[src/rtl/alu_mc.sv]
// Multi-cycle ALU: single-cycle logic/arith/shift ops plus an iterative shift-add
// multiplier, with valid/ready handshakes on operands and result.
module alu_mc #(
  parameter int W = 16,
  localparam int SHW = $clog2(W)
) (
  input  logic         clk,
  input  logic         resetn,
  input  logic         in_valid,
  output logic         in_ready,
  input  logic [3:0]   op,
  input  logic [W-1:0] a,
  input  logic [W-1:0] b,
  output logic         out_valid,
  input  logic         out_ready,
  output logic [W-1:0] y,
  output logic [3:0]   flags
);

  // state | meaning
  // IDLE  | waiting for an operation
  // MUL   | iterating the shift-add multiplier, one multiplier bit per cycle
  // DONE  | result valid, held until out_ready
  typedef enum logic [1:0] {S_IDLE, S_MUL, S_DONE} state_t;

  localparam logic [3:0] OP_ADD = 4'h0, OP_SUB = 4'h1, OP_MUL = 4'h2, OP_NEG = 4'h3;
  localparam logic [3:0] OP_AND = 4'h4, OP_OR  = 4'h5, OP_XOR = 4'h6, OP_NOR = 4'h7;
  localparam logic [3:0] OP_SLL = 4'h8, OP_SRL = 4'h9, OP_ROL = 4'hA, OP_SWP = 4'hB;
  localparam logic [W-1:0] W_VAL = W[W-1:0];
  localparam logic [SHW:0] W_SH  = W[SHW:0];
  localparam logic [W-1:0] MIN_NEG = {1'b1, {(W-1){1'b0}}};

  state_t         state, state_nxt;
  logic           accept;
  logic [W-1:0]   mcand, hi, lo;
  logic [SHW-1:0] cnt;

  logic [W:0]     add_s, sub_s, mul_sum;
  logic [W-1:0]   neg_s, sll_m1, srl_m1, rol_s, swp_s, mul_lo_n, mul_hi_n;
  logic [SHW:0]   shm1, rot_m;
  logic           b_ge_w, b_gt_w, shift_c_ok;
  logic [W-1:0]   y_n;
  logic           c_n, v_n;

  assign accept = in_valid & in_ready;

  always_ff @(posedge clk or negedge resetn) begin
    if (!resetn) state <= S_IDLE;
    else         state <= state_nxt;
  end

  always_comb begin
    state_nxt = state;
    case (state)
      S_IDLE:  if (accept) state_nxt = (op == OP_MUL) ? S_MUL : S_DONE;
      S_MUL:   if (cnt == '0) state_nxt = S_DONE;
      S_DONE: begin
        if (accept)         state_nxt = (op == OP_MUL) ? S_MUL : S_DONE;
        else if (out_ready) state_nxt = S_IDLE;
      end
      default: state_nxt = S_IDLE;
    endcase
  end

  always_comb begin
    in_ready  = (state == S_IDLE) | ((state == S_DONE) & out_ready);
    out_valid = (state == S_DONE);
  end

  assign add_s = {1'b0, a} + {1'b0, b};
  assign sub_s = {1'b0, a} - {1'b0, b};
  assign neg_s = '0 - a;

  // Shifting by b-1 exposes the last bit shifted out at the edge of the word.
  assign shm1       = b[SHW:0] - {{SHW{1'b0}}, 1'b1};
  assign sll_m1     = a << shm1;
  assign srl_m1     = a >> shm1;
  assign b_ge_w     = (b >= W_VAL);
  assign b_gt_w     = (b > W_VAL);
  assign shift_c_ok = (b != '0) & ~b_gt_w;

  assign rot_m = ({1'b0, b[SHW-1:0]} >= W_SH) ? {1'b0, b[SHW-1:0]} - W_SH : {1'b0, b[SHW-1:0]};
  assign rol_s = (a << rot_m) | (a >> (W_SH - rot_m));

  always_comb begin
    swp_s = '0;
    for (int i = 0; i < W / 8; i++) begin
      swp_s[8*i +: 4]     = a[8*i + 4 +: 4];
      swp_s[8*i + 4 +: 4] = a[8*i +: 4];
    end
  end

  always_comb begin
    y_n = '0;
    c_n = 1'b0;
    v_n = 1'b0;
    case (op)
      OP_ADD: begin
        y_n = add_s[W-1:0];
        c_n = add_s[W];
        v_n = (a[W-1] == b[W-1]) & (add_s[W-1] != a[W-1]);
      end
      OP_SUB: begin
        y_n = sub_s[W-1:0];
        c_n = sub_s[W];
        v_n = (a[W-1] != b[W-1]) & (sub_s[W-1] != a[W-1]);
      end
      OP_NEG: begin
        y_n = neg_s;
        v_n = (a == MIN_NEG);
      end
      OP_AND: y_n = a & b;
      OP_OR:  y_n = a | b;
      OP_XOR: y_n = a ^ b;
      OP_NOR: y_n = ~(a | b);
      OP_SLL: begin
        y_n = b_ge_w ? '0 : (a << b[SHW-1:0]);
        c_n = shift_c_ok & sll_m1[W-1];
      end
      OP_SRL: begin
        y_n = b_ge_w ? '0 : (a >> b[SHW-1:0]);
        c_n = shift_c_ok & srl_m1[0];
      end
      OP_ROL:  y_n = rol_s;
      OP_SWP:  y_n = swp_s;
      default: y_n = '0;
    endcase
  end

  // Right-shifting add-shift multiplier: {hi,lo} holds the partial product,
  // lo starts as the multiplier and is consumed LSB first.
  assign mul_sum  = {1'b0, hi} + (lo[0] ? {1'b0, mcand} : '0);
  assign mul_lo_n = {mul_sum[0], lo[W-1:1]};
  assign mul_hi_n = mul_sum[W:1];

  always_ff @(posedge clk or negedge resetn) begin
    if (!resetn) begin
      y     <= '0;
      flags <= '0;
      mcand <= '0;
      hi    <= '0;
      lo    <= '0;
      cnt   <= '0;
    end else if (accept) begin
      if (op == OP_MUL) begin
        mcand <= a;
        lo    <= b;
        hi    <= '0;
        cnt   <= SHW'(W - 1);
      end else begin
        y     <= y_n;
        flags <= {(y_n == '0), y_n[W-1], c_n, v_n};
      end
    end else if (state == S_MUL) begin
      hi  <= mul_hi_n;
      lo  <= mul_lo_n;
      cnt <= cnt - 1'b1;
      if (cnt == '0) begin
        y     <= mul_lo_n;
        flags <= {(mul_lo_n == '0), mul_lo_n[W-1], (mul_hi_n != '0), 1'b0};
      end
    end
  end

endmodule

[config.mk]
export PLATFORM = sky130hd
export DESIGN_NAME = alu_mc
export DESIGN_NICKNAME = d
export VERILOG_FILES = /design/src/rtl/alu_mc.sv
export SDC_FILE = /design/constraint.sdc
export NUM_CORES = 1
export LEC_CHECK = 0
export CORE_ASPECT_RATIO = 1.2
export CORE_UTILIZATION = 45
export DETAILED_ROUTE_END_ITERATION = 16
export GPL_TIMING_DRIVEN = 0
export SYNTH_ARGS = -nofsm -noshare
export SYNTH_HDL_FRONTEND = slang
export SYNTH_SLANG_ARGS = --single-unit
[constraint.sdc]
create_clock -name clk -period 3.8 [get_ports clk]
set_input_delay 0.38 -clock clk [delete_from_list [all_inputs] [get_ports clk]]
set_output_delay 0.38 -clock clk [all_outputs]
set_load 0.005 [all_outputs]
After elaboration in Yosys (flattened, before gate mapping)
Cells that the tools add are included.
- bits in registers: 74
- bits in latches: 0
- memory bits (writable): 0
- bits in read-only memories: 0
- bits of input ports: 40
- output and inout bits: 22
- word-level logic and storage cells: 101
- memories kept: 0
- add/subtract/negate cells: 7
- $mul: 0
- divide/modulo/power cells: 0
- order comparisons: 2
- equal/unequal tests: 23
- shifts and indexed selects: 6
- mux-type cells: 29
- bitwise logic cells: 14
- reductions and logical operators: 13
- operators by type and width (kind ; number):
    $mux 16 ; 13
    $pmux 16 s11 ; 1
    $add 16x16->17 ; 2
    $logic_not 16->1 ; 2
    $or 16x16->16 ; 2
    $reduce_bool 16->1 ; 2
    $shl 16x4->16 ; 2
    $mux 4 ; 7
    $sub 16x16->17 ; 1
    $and 16x16->16 ; 1
    $eq 16x16->1 const B ; 1
    $eq 4x3->1 const B ; 4
    $eq 4x4->1 const B ; 4
    $ge 16x5->1 const B ; 1
    $gt 16x5->1 const B ; 1
    $not 16->16 ; 1
    $shl 16x5->16 ; 1
    $shr 16x4->16 ; 1
    $shr 16x5->1 ; 1
    $shr 16x5->16 ; 1
    $sub 1x16->16 const A ; 1
    $xor 16x16->16 ; 1
    $mux 2 ; 5
    $eq 4x2->1 const B ; 2
    22 further kinds ; 36

Logic depth before layout (Yosys ltp)
Gate-level depths: netlist of the first run.
- depth in word-level cells: 7
- depth in mapped cells: 16
- gate-level depth less buffers: 13

Worst setup path before layout of the first run
No wires, ideal clock.
- kind: in2reg
- from: in b[2]
- to: reg flags[3]
- setup time: 0.076 ns
- arrival time: 3.612 ns
- path slack: 0.112 ns
- cell stages on the path: 15
- buffers on the path: 4
- path through: buf_1 inv_1 clkbuf_1 clkbuf_1 ha_1 buf_4 nor2b_1 o21a_1 or4b_4 a311o_1 a2111oi_2 a31oi_1 a2111oi_2 nand4_1 o21ai_1
- longest elaborated chain between the ends: 7
- elaborated cells between the ends (all ways): 19
- those cells by class: add/sub (3); order compare (1); shift (4); mux (5); bitwise (5); reduce/logical (1)
- RTL lines (what ; line ; text):
    from (decl) ; 13 ; input logic [W-1:0] b,
    $sub 5x4->5 ; 83 ; assign rol_s = (a << rot_m) | (a >> (W_SH - rot_m));
    $shr 16x5->16 ; 83 ;
    $or 16x16->16 ; 83 ;
    $pmux 16 s11 * ; 97 ; case (op)
    $logic_not 16->1 * ; 152 ; flags <= {(y_n == '0), y_n[W-1], c_n, v_n};
    $mux 4 * ; 145 ; if (op == OP_MUL) begin
    $mux 4 * ; 144 ; end else if (accept) begin
    to (signal assigned) ; 152 ;
    to (signal assigned) ; 160 ; flags <= {(mul_lo_n == '0), mul_lo_n[W-1], (mul_hi_n != '0), 1'b0};
    to (decl) ; 17 ; output logic [3:0] flags
Every way passes the cells marked *; elsewhere a longest branch is shown, timed or not. The select of a mux whose other input is x is not followed.
A chain may end at the register's enable or synchronous reset.

Worst setup path in the final report of the first run
- from: in a[1]
- to: reg flags[3]
- longest elaborated chain between the ends: 6
- elaborated cells between the ends (all ways): 18
- those cells by class: add/sub (3); shift (4); mux (5); bitwise (5); reduce/logical (1)
- RTL lines (what ; line ; text):
    from (decl) ; 12 ; input logic [W-1:0] a,
    parallel branches: the longest is 2 deep, another holds $sub 1x16->16 ; -- ;
    $pmux 16 s11 * ; 97 ;
    $logic_not 16->1 * ; 152 ;
    $mux 4 * ; 145 ;
    $mux 4 * ; 144 ;
Mark *: on every way between the ends. The select of a mux whose other input is x is not followed.

==> flow_summary.toml, run 1 <==
[detailed_routing]
avgRoutedWirePerCell_um = 28.0
drtPass1Iterations = 5
drc = 0
via_per_inst = 6.74
ant_nets = 0
num_vias = 10900
drt_first_iter_violations = 986
wl_um = 45500

[cts]
htree_levels = 3
cts_tree = "done"
clk_pin_slew_ps = 60
clock_latency_ps = 340
clock-sinks = 73
cts_buffer_depth = 2
cts_made_buffers = 9
clock-root-buffer = "clkbuf_16"

[global_routing]
met1_usage = 0.465
grt_remaining_overflow = 0
use_met2 = 0.676
antenna_found_initial = 0
grt_max_degree = 53
grt_pass1_wl_um = 66600
grt_use_met3 = 0.0556
grt_pass1_vias = 10500
grt_use_total = 0.411
grt.busiest_layer = "met2"

[setup_path]
crit_path_start = "a[1]"
r2r_cells = 11
cp_data_required_time_ps = 4060
criticalPathCategory = "primary input to flip-flop"
cp.arrival_ps = 4050
r2r-start = "lo[0]$_DFFE_PN0P_"
rrSetupSlack_ps = 380
endpoint = "flags[3]$_DFFE_PN0P_"
reg2reg_to = "flags[1]$_DFFE_PN0P_"
cp-end-kind = "flip-flop"
crit_path_start_kind = "primary input"
cp_max_fo = 10

[logic_synthesis]
async_flop_share = 1.00
synth_fp_nets = 1376
ys_seq_area_frac = 0.186
synth_warnings = 0
ys_ff_latch = 73
netlist_area_sq_um = 9840
yosysUniqueCellTypes = 79
synthCells = 1259
ys.flop_type = "dfrtp_1"
syn_avg_cell_area_sq_um = 7.81
synth-edff-count = 0

[placed_design]
place_hpwl_um = 35600
place_area_sq_um = 10800
port_buffers = 60
place.gp.congestion = 1.04
place_inst = 1590

[timing]
finClkSkew_ps = 6.68
slew_violations = 0
hold_viol_final = 0
fin_crit_ps = 3790
fmax_mhz = 264
rsz0062_at_grt = "false"
worst_pin_slew_ps = 850
min_period_over_period = 0.998
setup_violations = 0
fin_setup_tns_ps = 0
max_slew_margin = 0.430

[power]
finalPower_uw = 4340
p_sw_uw = 1750
combPwrFrac = 0.479
pwr-share-seq = 0.292
intPower_uw = 2590
p_clk_frac = 0.229
power.leakage_uw = 0.00490
ir_drop_mv = 0.538
power.density_nw_per_um2 = 371
switching_share = 0.404

[run]
maxCapViolations = 0

[layout]
final_area_sq_um = 11700
antenna_cells = 0
final_cell_mix = "nand2_1, nor2_1, o21ai_0"
layout_commonest_cell = "nand2_1"
stdcell_count = 1623
n_fill_cell = 2041
area_growth_pct = 18.9
utilization = 0.552
drive_gt1_frac = 0.156
nets = 1465

[die]
initial_core_util = 0.464
die_h_um = 164
die_w_um = 137
die-area_sq_um = 22500
ioPinCount = 62
coreArea_sq_um = 21200
rows = 58

[status]
status = "finished clean"

[worst_hold_path]
hold_class = "primary input to asynchronous set/reset pin"
==> stage by stage <==
stage / hold slack (ps) / setup WS [ps]
floorplan: 84.4 / 112
global placement: 454 / -1920
detailed placement: 298 / -1870
CTS: 476 / 5.36
global route: 491 / 2.94
finish: 474 / 7.91
==> critical path, cell delays in order <==
cell and delay [ps]:
clkdlybuf4s15_1 430, clkbuf_4 330, inv_1 150, ha_1 360, o21ba_2 240, or4_1 490
nand4_1 160, xnor2_1 100, a22oi_2 380, a41oi_1 350, nor4b_2 400, nand4_1 130
o21ai_1 130
==> state kept, by name, summed over array words and instances (netlist names) <==
name   flops
cnt        4
flags      4
hi        16
lo        16
mcand     16
state      2
y         15
==> synth_stat cells (14+ instances only) <==
cell	number	area share
nand2_1	149	0.057
and3_1	20	0.013
clkbuf_1	75	0.029
xnor2_1	27	0.024
nor2b_1	14	0.0089
o21ai_0	81	0.041
and2_1	22	0.014
a31oi_1	28	0.018
buf_2	14	0.0071
mux2i_1	29	0.030
nor3_1	31	0.016
nor2_1	92	0.035
a21oi_1	58	0.030
nand3_1	45	0.023
mux4_2	36	0.082
ha_1	74	0.094
a211oi_1	16	0.012
nand2b_1	16	0.010
inv_1	57	0.022
a21o_1	14	0.011
dfrtp_1	73	0.19
a22oi_1	23	0.018
mux2_2	18	0.021
o211ai_1	26	0.020
nor4_1	14	0.0089
==> worst min path at each step <==
| stage | end | slack [ps] | cells after the start | from |
|---|---|---|---|---|
| 4_1_cts | hi[7]$_DFFE_PN0P_ | 480 | 2 | resetn |
| 3_5_place_dp | hi[5]$_DFFE_PN0P_ | 300 | 1 | resetn |
| 3_3_place_gp | y[1]$_DFFE_PN0P_ | 450 | 2 | y[1]$_DFFE_PN0P_ |
| 6_report | hi[5]$_DFFE_PN0P_ | 470 | 2 | resetn |
| 5_1_grt | y[1]$_DFFE_PN0P_ | 490 | 2 | y[1]$_DFFE_PN0P_ |
| 2_1_floorplan | cnt[0]$_DFFE_PN0P_ | 80 | 0 | resetn |
==> kinds of logic after synthesis <==
logic type                 Yosys count  share of synthesized area
muxes                               84                      0.134
AOI/OAI and AO/OA                  364                      0.250
DFF                                 73                      0.186
and+or+nand+nor                    454                      0.224
xor gates and xnor gates            37                     0.0329
adders and majority gates           77                      0.100
buffers and inverters              170                     0.0733
==> final cells by class <==
cell class | instances | area, sq um | area share
Tap cell | 270 | 338 | 0.0289
Multi-Input combinational cell | 1016 | 7500 | 0.642
Clock inverter | 6 | 115 | 0.00985
Clock buffer | 10 | 229 | 0.0196
Timing Repair Buffer | 82 | 769 | 0.0658
Buffer | 107 | 671 | 0.0574
Sequential cell | 73 | 1830 | 0.156
Inverter | 59 | 238 | 0.0203
==> per-layer routing <==
| metal | up-vias | part of all wire |
|---|---|---|
| li1 | 4837 | - |
| met1 | 5210 | 0.37 |
| met2 | 653 | 0.46 |
| met3 | 233 | 0.073 |
| met4 | 0 | 0.095 |
| met5 | - | 0 |
==> power by group through the flow <==
stage	registers, uW	clock network (uW)	logic, uW
finish	1270	993	2080
global route	1310	1030	2260
CTS	1270	997	2010
detailed placement	1280	0	1940
global placement	1270	0	1920
floorplan	1220	0	1270
==> repair_timing <==
action | 4_1_cts | 5_1_grt
hold endpoints to repair | 21 | 0
endpoints found under the setup margin | 19 | 8
pin swaps | 9 | 9
buffers inserted | 14 | 6
resized for setup | 134 | 59
hold buffers | 1 | 0
(Power assumes the default switching activity.)
==> run 2, diff against run 1 <==
RECOVER_POWER = 100   (was default)
==> run 2 against run 1 <==
  * Wire length is essentially flat
  * Clock-buffer cell count unchanged
  * Sequential power about the same
  * Design area is 0.41% lower
  * Clock skew is essentially flat
  * Sequential share of layout area grew 0.064 points
  * Register-to-register slack got worse by 40 ps
  * Flip-flop and latch count unchanged
==> flow_summary.toml, run 2 (same netlist as run 1, synthesis figures left out) <==
[status]
status = "finished clean"

[layout]
drive_gt1_frac = 0.155
multi_input_area_sq_um = 7490
n_fill_cell = 2050
layout_commonest_cell = "nand2_1"
area_growth_pct = 18.4
final_cell_mix = "nand2_1, nor2_1, o21ai_0"
utilization = 0.549
antenna_cells = 0
nets = 1465
top_regs = "hi x16, lo x16, mcand x16"
regArea_sq_um = 1830

[die]
coreArea_sq_um = 21200
initial_core_util = 0.464
rows = 58
ioPinCount = 62
die_h_um = 164
die_w_um = 137
die-area_sq_um = 22500

[cts]
clk_pin_slew_ps = 60
cts_buffer_depth = 2
clock-sinks = 73
htree_levels = 3
clock_latency_ps = 340
cts_made_buffers = 9
clock-root-buffer = "clkbuf_16"
cts_tree = "done"

[detailed_routing]
ant_nets = 0
via_per_inst = 6.76
drt_first_iter_violations = 968
drtPass1Iterations = 5
wl_um = 45500
drc = 0
num_vias = 11000
avgRoutedWirePerCell_um = 28.1

[timing]
setup_violations = 0
fin_setup_tns_ps = 0
fin_crit_ps = 3750
rsz0062_at_grt = "false"
max_slew_margin = 0.145
slew_violations = 0
worst_pin_slew_ps = 1280
finClkSkew_ps = 6.90
min_period_over_period = 0.987
fmax_mhz = 267
hold_viol_final = 0

[setup_path]
rrSetupSlack_ps = 340
crit_family = "simple AND/OR/NAND/NOR gates"
criticalPathCategory = "primary input to flip-flop"
crit_top_cell = "buf_4"
cp.arrival_ps = 4010
cp_data_required_time_ps = 4060
crit_slowest_cell = "or4_1"
critPathMaxStageDelay_ps = 590
cp_num_buf_inv = 6
crit_chain = "buf_4, buf_6, inv_1, clkbuf_4, buf_4, ha_1, buf_4, or4_1, nand4_1, xnor2_1, a22oi_2, a41oi_1, nor4b_2, nand4_1, o21ai_1"
cp_max_fo = 11
crit_path_start_kind = "primary input"
cp-end-kind = "flip-flop"

[global_routing]
grt_max_degree = 53
grt_pass1_wl_um = 66600
grt_remaining_overflow = 0
antenna_found_initial = 0
grt_pass1_vias = 10500
grt_use_total = 0.411

[placed_design]
place_hpwl_um = 35600
place.gp.congestion = 1.04
port_buffers = 60

[power]
power.density_nw_per_um2 = 370
power.leakage_uw = 0.00490
ir_drop_mv = 0.537

[run]
maxCapViolations = 0

[worst_hold_path]
hold_class = "flip-flop to flip-flop"
run 2: cell types whose count changed in the layout (fill, tap and decap cells not counted), sizes merged:
cell and delta:
clkbuf +2, clkdlybuf4s50 -23, buf -2, dlygate4sd3 +23
run 2: worst min-delay path, delay by kind of cell, from the launching register on:
family / cells / cell delay, ps
DFF: 1 / 340
and+or+nand+nor: 2 / 100
run 2: power breakdown:
group | switching, uW | total [uW] | internal (uW) | leakage, uW
Clock | 350 | 995 | 645 | 0.000163
Combinational | 1190 | 2050 | 858 | 0.00382
Sequential | 214 | 1270 | 1050 | 0.000916
Total | 1750 | 4310 | 2560 | 0.00490
run 2: repair_timing:
action	in CTS	in global routing
buffers inserted	14	6
hold endpoints to repair	21	0
pin swaps	9	9
hold buffers	1	0
resized for setup	134	59
endpoints found under the setup margin	19	8
run 2: cell type report:
| class | instances | share of cell area |
|---|---|---|
| buffer | 107 | 0.0571 |
| clock buffer | 10 | 0.0197 |
| clock inverter | 6 | 0.00989 |
| inverter | 59 | 0.0204 |
| multi-input combinational | 1016 | 0.643 |
| sequential | 73 | 0.157 |
| tap | 270 | 0.0290 |
| timing repair buffer | 82 | 0.0638 |
run 2: through the flow:
stage / power (uW) / hold WS (ps) / std cells / instance area (sq um) / setup slack, ps
floorplan: 2500 / 84.4 / 1259 / 9840 / 112
global placement: 3190 / 454 / 1589 / 10800 / -1920
detailed placement: 3220 / 298 / 1590 / 10800 / -1870
CTS: 4270 / 476 / 1618 / 11600 / 5.36
global route: 4560 / 486 / 1623 / 11600 / 2.94
finish: 4310 / 469 / 1623 / 11600 / 50.9
run 2: final timing paths:
kind	start	end	depth (start not counted)
setup / recovery	b[2]	flags[3]$_DFFE_PN0P_	15
hold / removal	y[1]$_DFFE_PN0P_	y[1]$_DFFE_PN0P_	2
setup reg to reg	lo[0]$_DFFE_PN0P_	flags[1]$_DFFE_PN0P_	11
hold reg to reg	y[1]$_DFFE_PN0P_	y[1]$_DFFE_PN0P_	2
max in group asynchronous	resetn	lo[15]$_DFFE_PN0P_	3
min in group asynchronous	resetn	hi[5]$_DFFE_PN0P_	2
run 2: per-layer routing:
layer | part of all wire | track usage | vias to the layer above
met1 | 0.36 | 0.465 | 5170
met4 | 0.099 | 0.355 | 0
met3 | 0.078 | 0.0556 | 258
met5 | 0 | 0 | -
met2 | 0.46 | 0.676 | 698
li1 | - | - | 4849
